==> src/rtl/tnn_stream_classifier.sv <==
// Streaming two-layer ternary neural network classifier.
// Features arrive one per beat; every hidden neuron accumulates in parallel.
// A single-cycle output layer then produces a 1-bit class, which is held on a
// valid/ready result port until the consumer takes it.

// One hidden neuron: signed accumulator that starts at its bias and adds
// w * x for each accepted feature, where w is a ternary weight.
module tnn_hid_lane #(
  parameter int W     = 2,
  parameter int B_W   = 8,
  parameter int ACC_W = 13,
  parameter logic [B_W-1:0] BIAS = '0
) (
  input  logic         clk,
  input  logic         rst_n,
  input  logic         reload,
  input  logic         add,
  input  logic [1:0]   wt,
  input  logic [W-1:0] data,
  output logic         nonneg
);
  localparam logic [ACC_W-1:0] BIAS_X = {{(ACC_W-B_W){BIAS[B_W-1]}}, BIAS};

  logic [ACC_W-1:0] acc_q, acc_d, term, data_x;

  // Ternary product, then reload/accumulate/hold selection.
  always_comb begin
    data_x = {{(ACC_W-W){1'b0}}, data};
    term   = '0;
    if (wt == 2'b01)      term = data_x;
    else if (wt == 2'b11) term = -data_x;
    acc_d = acc_q;
    if (reload)   acc_d = BIAS_X;
    else if (add) acc_d = acc_q + term;
  end

  // Accumulator register; reset loads the bias so IDLE needs no extra cycle.
  always_ff @(posedge clk or negedge rst_n) begin
    if (!rst_n) acc_q <= BIAS_X;
    else        acc_q <= acc_d;
  end

  assign nonneg = ~acc_q[ACC_W-1];
endmodule

module tnn_stream_classifier #(
  parameter int N_FEAT = 5,
  parameter int W      = 2,
  parameter int N_HID  = 2,
  parameter int B_W    = 8,
  parameter logic [2*N_FEAT*N_HID-1:0] W1 = 20'hFFD55,
  parameter logic [N_HID*B_W-1:0]      B1 = 16'h03FC,
  parameter logic [2*N_HID-1:0]        W2 = 4'hD,
  parameter logic [B_W-1:0]            B2 = '0
) (
  input  logic         clk,
  input  logic         rst_n,
  input  logic         in_valid,
  output logic         in_ready,
  input  logic [W-1:0] in_data,
  input  logic         in_last,
  output logic         out_valid,
  input  logic         out_ready,
  output logic         out_class,
  output logic         frame_err
);
  localparam int ACC_W = B_W + W + $clog2(N_FEAT+1);
  localparam int IDX_W = $clog2(N_FEAT);
  localparam int S_W   = B_W + $clog2(N_HID+1) + 1;
  localparam logic [IDX_W-1:0] LAST_IDX = IDX_W'(N_FEAT-1);
  localparam logic [S_W-1:0]   ONE_S    = {{(S_W-1){1'b0}}, 1'b1};

  typedef enum logic [1:0] {IDLE, ACCUM, L2, OUT} state_t;

  state_t           state_q, state_d;
  logic [IDX_W-1:0] idx_q, idx_d;
  logic             out_class_q, out_class_d;
  logic             frame_err_q, frame_err_d;
  logic             hs, is_final, err, done, reload, add;
  logic [N_HID-1:0] h;
  logic [S_W-1:0]   s;

  assign in_ready  = (state_q == IDLE) || (state_q == ACCUM);
  assign out_valid = (state_q == OUT);
  assign out_class = out_class_q;
  assign frame_err = frame_err_q;

  assign hs       = in_valid & in_ready;
  assign is_final = (idx_q == LAST_IDX);
  // in_last must coincide exactly with the final feature index.
  assign err      = hs & (in_last != is_final);
  assign done     = hs & in_last & is_final;
  assign reload   = err | ((state_q == OUT) & out_ready);
  assign add      = hs & ~err;

  for (genvar j = 0; j < N_HID; j++) begin : g_hid
    localparam logic [2*N_FEAT-1:0] WROW = W1[2*j*N_FEAT +: 2*N_FEAT];
    logic [N_FEAT-1:0][1:0] wrow;
    assign wrow = WROW;
    tnn_hid_lane #(
      .W(W), .B_W(B_W), .ACC_W(ACC_W), .BIAS(B1[j*B_W +: B_W])
    ) u_lane (
      .clk   (clk),
      .rst_n (rst_n),
      .reload(reload),
      .add   (add),
      .wt    (wrow[idx_q]),
      .data  (in_data),
      .nonneg(h[j])
    );
  end

  // Output layer: s = B2 + sum of ternary W2 over binary hidden activations.
  always_comb begin
    s = {{(S_W-B_W){B2[B_W-1]}}, B2};
    for (int j = 0; j < N_HID; j++) begin
      if (h[j] && W2[2*j +: 2] == 2'b01)      s = s + ONE_S;
      else if (h[j] && W2[2*j +: 2] == 2'b11) s = s - ONE_S;
    end
  end

  // Frame sequencing, frame-error detection and result capture.
  always_comb begin
    state_d     = state_q;
    idx_d       = idx_q;
    out_class_d = out_class_q;
    frame_err_d = err;
    case (state_q)
      IDLE, ACCUM: begin
        if (hs) begin
          if (err) begin
            state_d = IDLE;
            idx_d   = '0;
          end else if (done) begin
            state_d = L2;
            idx_d   = '0;
          end else begin
            state_d = ACCUM;
            idx_d   = idx_q + IDX_W'(1);
          end
        end
      end
      L2: begin
        out_class_d = ~s[S_W-1];
        state_d     = OUT;
      end
      OUT: if (out_ready) state_d = IDLE;
      default: state_d = IDLE;
    endcase
  end

  // Control registers.
  always_ff @(posedge clk or negedge rst_n) begin
    if (!rst_n) begin
      state_q     <= IDLE;
      idx_q       <= '0;
      out_class_q <= 1'b0;
      frame_err_q <= 1'b0;
    end else begin
      state_q     <= state_d;
      idx_q       <= idx_d;
      out_class_q <= out_class_d;
      frame_err_q <= frame_err_d;
    end
  end
endmodule

==> config.mk <==
export PLATFORM = sky130hd
export DESIGN_NAME = tnn_stream_classifier
export DESIGN_NICKNAME = d
export VERILOG_FILES = /design/src/rtl/tnn_stream_classifier.sv
export SDC_FILE = /design/constraint.sdc
export NUM_CORES = 1
export LEC_CHECK = 0
export BUFFER_PORTS_ARGS = -buffer_cell sky130_fd_sc_hd__buf_2
export CORE_MARGIN = 2
export CORE_UTILIZATION = 56
export DETAILED_ROUTE_END_ITERATION = 10
export PLACE_DENSITY_LB_ADDON = 0.1
export SLEW_MARGIN = 10
export SYNTH_ARGS = -nofsm -noshare
export SYNTH_HDL_FRONTEND = slang
export SYNTH_HIERARCHICAL = 1
export SYNTH_SLANG_ARGS = --single-unit
export TNS_END_PERCENT = 50
==> constraint.sdc <==
create_clock -name clk -period 2 [get_ports clk]
set_input_delay 0.4 -clock clk [delete_from_list [all_inputs] [get_ports clk]]
set_output_delay 0.4 -clock clk [all_outputs]
set_load 0.01 [all_outputs]
==> flow_metrics.env <==
export IMPL_outcome="complete, but fails checks"
export IMPL_violations="negative setup slack"
export IMPL_cts_sinks=33
export IMPL_drc=0
export IMPL_yosysSeqAreaShare=0.347
export IMPL_dieHeight_um=69.8
export IMPL_power_frac_seq=0.302
export IMPL_r2r_end="g_hid[1].u_lane/acc_q[11]"
export IMPL_io_buffers=10
export IMPL_met2_usage=0.388
export IMPL_nNetsFinal=340
export IMPL_track_usage=0.241
export IMPL_hpwl_um=3700
export IMPL_r2r_start="g_hid[1].u_lane/acc_q[1]"
export IMPL_avgSynthCellArea_um2=9.13
export IMPL_ant_nets=0
export IMPL_yosys_warnings=6
export IMPL_tns_ns=-1.59
export IMPL_ys_ff_latch=33
export IMPL_die_area_um2=4880
export IMPL_cts_path_max_buffers=2
export IMPL_crit_start="in_data[1]"
export IMPL_drive_gt1_frac=0.348
export IMPL_critPathKind="in -> reg"
export IMPL_finalCritPeriodShare=1.18
export IMPL_cts_root_buffer_cell="clkbuf_8"
export IMPL_post_drt_via_cell_ratio=5.80
export IMPL_synth_edf_count=0
export IMPL_use_met1=0.323
export IMPL_synth_cell_type_count=62
export IMPL_p_per_area_nw_per_um2=1140
export IMPL_die_x_um=69.8
export IMPL_ir_worst_vdd_mv=0.910
export IMPL_fin_util=0.782
export IMPL_syn_area_um2=2430
export IMPL_synth_cells=266
export IMPL_worst_pin_slew_ns=0.762
export IMPL_cp_endpoint="g_hid[1].u_lane/acc_q[11]"
export IMPL_cts_buffers=5
export IMPL_reg2reg_depth=6
export IMPL_p_sw_frac=0.366
export IMPL_first_pass_iters=4
export IMPL_path_max_fanout=3
export IMPL_rsz0062_at_grt="yes"
export IMPL_fillers=288
export IMPL_wl_per_cell_um=15.3
export IMPL_antenna_found_initial=0
export IMPL_top_usage_layer="met2"
export IMPL_maxSlewViolCount=0
export IMPL_grt_pass1_wl_um=9520
export IMPL_p_clk_frac=0.210
export IMPL_p_leak_nw=1.44
export IMPL_hold_viol=0
export IMPL_cts_tree="done"
export IMPL_path_clk_slew_ns=0.08
export IMPL_drtIter0Drc=139
export IMPL_grt_ovfl_total=0
export IMPL_globalplace_congestion=0.803
export IMPL_htree_levels=2
export IMPL_finClkSkew_ns=0.0113
export IMPL_num_vias=2156
export IMPL_switchingPower_mw=1.34
export IMPL_ys_flop_type="dfrtp_1"
export IMPL_grt_met3_usage=0.0392
export IMPL_clock_latency_ns=0.29
export IMPL_rrSetupSlack_ns=-0.17
export IMPL_cp_start_kind="primary input"
export IMPL_io_pin_count=11
export IMPL_maxSlewHeadroom=0.492
export IMPL_dp_slack_ns=-0.786
export IMPL_core_area_um2=4090
export IMPL_p_int_mw=2.31
export IMPL_setup_violations=9
export IMPL_min_period_ns=2.36
export IMPL_finalNonFillerCells=372
export IMPL_grt_pass1_vias=2044
export IMPL_crit_path_end_kind="flip-flop"
export IMPL_max_cap_viol_count=0
export IMPL_antenna_cells=0
export IMPL_min_path_type="in -> async"
export IMPL_post_place_cells=357
export IMPL_cp_data_arrival_time_ns=2.54
export IMPL_fmax_ghz=0.425
export IMPL_initial_core_util=0.594
export IMPL_grt_max_degree=34
export IMPL_setup_ws_ns=-0.355
export IMPL_async_reset_ff_frac=1.00
export IMPL_cts_hold_buffers_added=0
export IMPL_worstPathRequired_ns=2.18
export IMPL_placementRows=23
export IMPL_routed_wl_um=5680
export IMPL_p_comb_frac=0.488
export IMPL_syn_to_final_growth_pct=31.6
cell families after synthesis:
logic type	Yosys count	synth area share
other cells	2	0.00309
flops	33	0.347
mux	13	0.0536
buf+inv	28	0.0526
xor+xnor	13	0.0469
simple gates	116	0.284
compound gates	49	0.145
fa+ha+maj	12	0.0680
cell usage after synthesis (9+ instances only):
cell       n  area share
nor2_1    29       0.045
dfrtp_1   20        0.21
dfstp_2   13        0.14
mux2i_1   13       0.054
nor2b_1   12       0.031
inv_1     11       0.017
nor3_1    11       0.023
ha_1      10       0.052
nand2_1   10       0.015
clkbuf_1   9       0.014
xor2_1     9       0.032
per-layer routing:
layer | vias up | share of wire
li1 | 1068 | -
met1 | 1031 | 0.45
met2 | 45 | 0.50
met3 | 12 | 0.036
met4 | 0 | 0.020
met5 | - | 0
worst min path at each step:
stage,to,slack (ns),cells past startpoint
4_1_cts,idx_q[2],0.20,1
2_1_floorplan,frame_err,0.10,0
5_1_grt,idx_q[1],0.25,1
3_3_place_gp,out_class,0.47,2
6_report,idx_q[2],0.17,1
3_5_place_dp,out_class,0.48,2
through the flow:
stage | total power, mW | hold WS [ns] | instance area, um^2
2_1_floorplan | 2.04 | 0.104 | 2500
3_3_place_gp | 2.50 | 0.470 | 2800
3_5_place_dp | 2.55 | 0.478 | 2800
4_1_cts | 3.38 | 0.195 | 2990
5_1_grt | 3.91 | 0.248 | 3200
6_report | 3.65 | 0.174 | 3200
critical path, cell delays in order:
cell and delay (ns):
buf_8 0.09, inv_8 0.03, ha_4 0.24, mux2i_1 0.06, nor2b_1 0.16, ha_1 0.28
a2111o_1 0.39, o311a_1 0.30, a311oi_2 0.23, nor4b_1 0.09, a221o_1 0.27
power groups by stage:
| stage | clock (mW) | sequential (mW) | combinational, mW |
|---|---|---|---|
| detailed placement | 0 | 1.10 | 1.45 |
| CTS | 0.772 | 1.09 | 1.52 |
| global placement | 0 | 1.09 | 1.41 |
| floorplan | 0 | 1.06 | 0.985 |
| global route | 0.795 | 1.13 | 1.98 |
| finish | 0.766 | 1.10 | 1.78 |
sequential cells by signal, indices dropped and copies added (netlist names):
register / count
idx_q: 3
frame_err: 1
g_hid.u_lane/acc_q: 26
state_q: 2
out_class: 1
what timing repair did:
| action | CTS | global route |
|---|---|---|
| pin swaps | 11 | 22 |
| endpoints found under the setup margin | 11 | 21 |
| cloned | 0 | 1 |
| buffers inserted | 1 | 5 |
| resized for setup | 13 | 34 |
cells in the final DEF (no fill, tap or decap), types with 5 or more instances in the layout:
| cell | netlist | layout |
|---|---|---|
| o21ai_1 | 6 | 9 |
| ha_1 | 10 | 7 |
| nor3_1 | 11 | 8 |
| nand4_1 | 6 | 6 |
| conb_1 | 2 | 12 |
| nor2_1 | 29 | 28 |
| inv_1 | 11 | 8 |
| nand3_1 | 6 | 6 |
| nand2_1 | 10 | 9 |
| buf_4 | 1 | 39 |
| clkbuf_8 | 0 | 5 |
| buf_2 | 3 | 8 |
| nor2b_1 | 12 | 12 |
| a21oi_1 | 7 | 7 |
| dfrtp_1 | 20 | 20 |
| mux2i_1 | 13 | 13 |
| dfstp_2 | 13 | 13 |
| xor2_1 | 9 | 8 |
final cells by class:
| type | count | area [um^2] | area share |
|---|---|---|---|
| Sequential cell | 33 | 842 | 0.264 |
| Tap cell | 50 | 62.6 | 0.0196 |
| Timing Repair Buffer | 53 | 425 | 0.133 |
| Clock buffer | 5 | 68.8 | 0.0215 |
| Clock inverter | 3 | 65.1 | 0.0204 |
| Multi-Input combinational cell | 215 | 1670 | 0.521 |
| Inverter | 13 | 66.3 | 0.0208 |
Note: power is estimated with default switching activity, not from simulation.
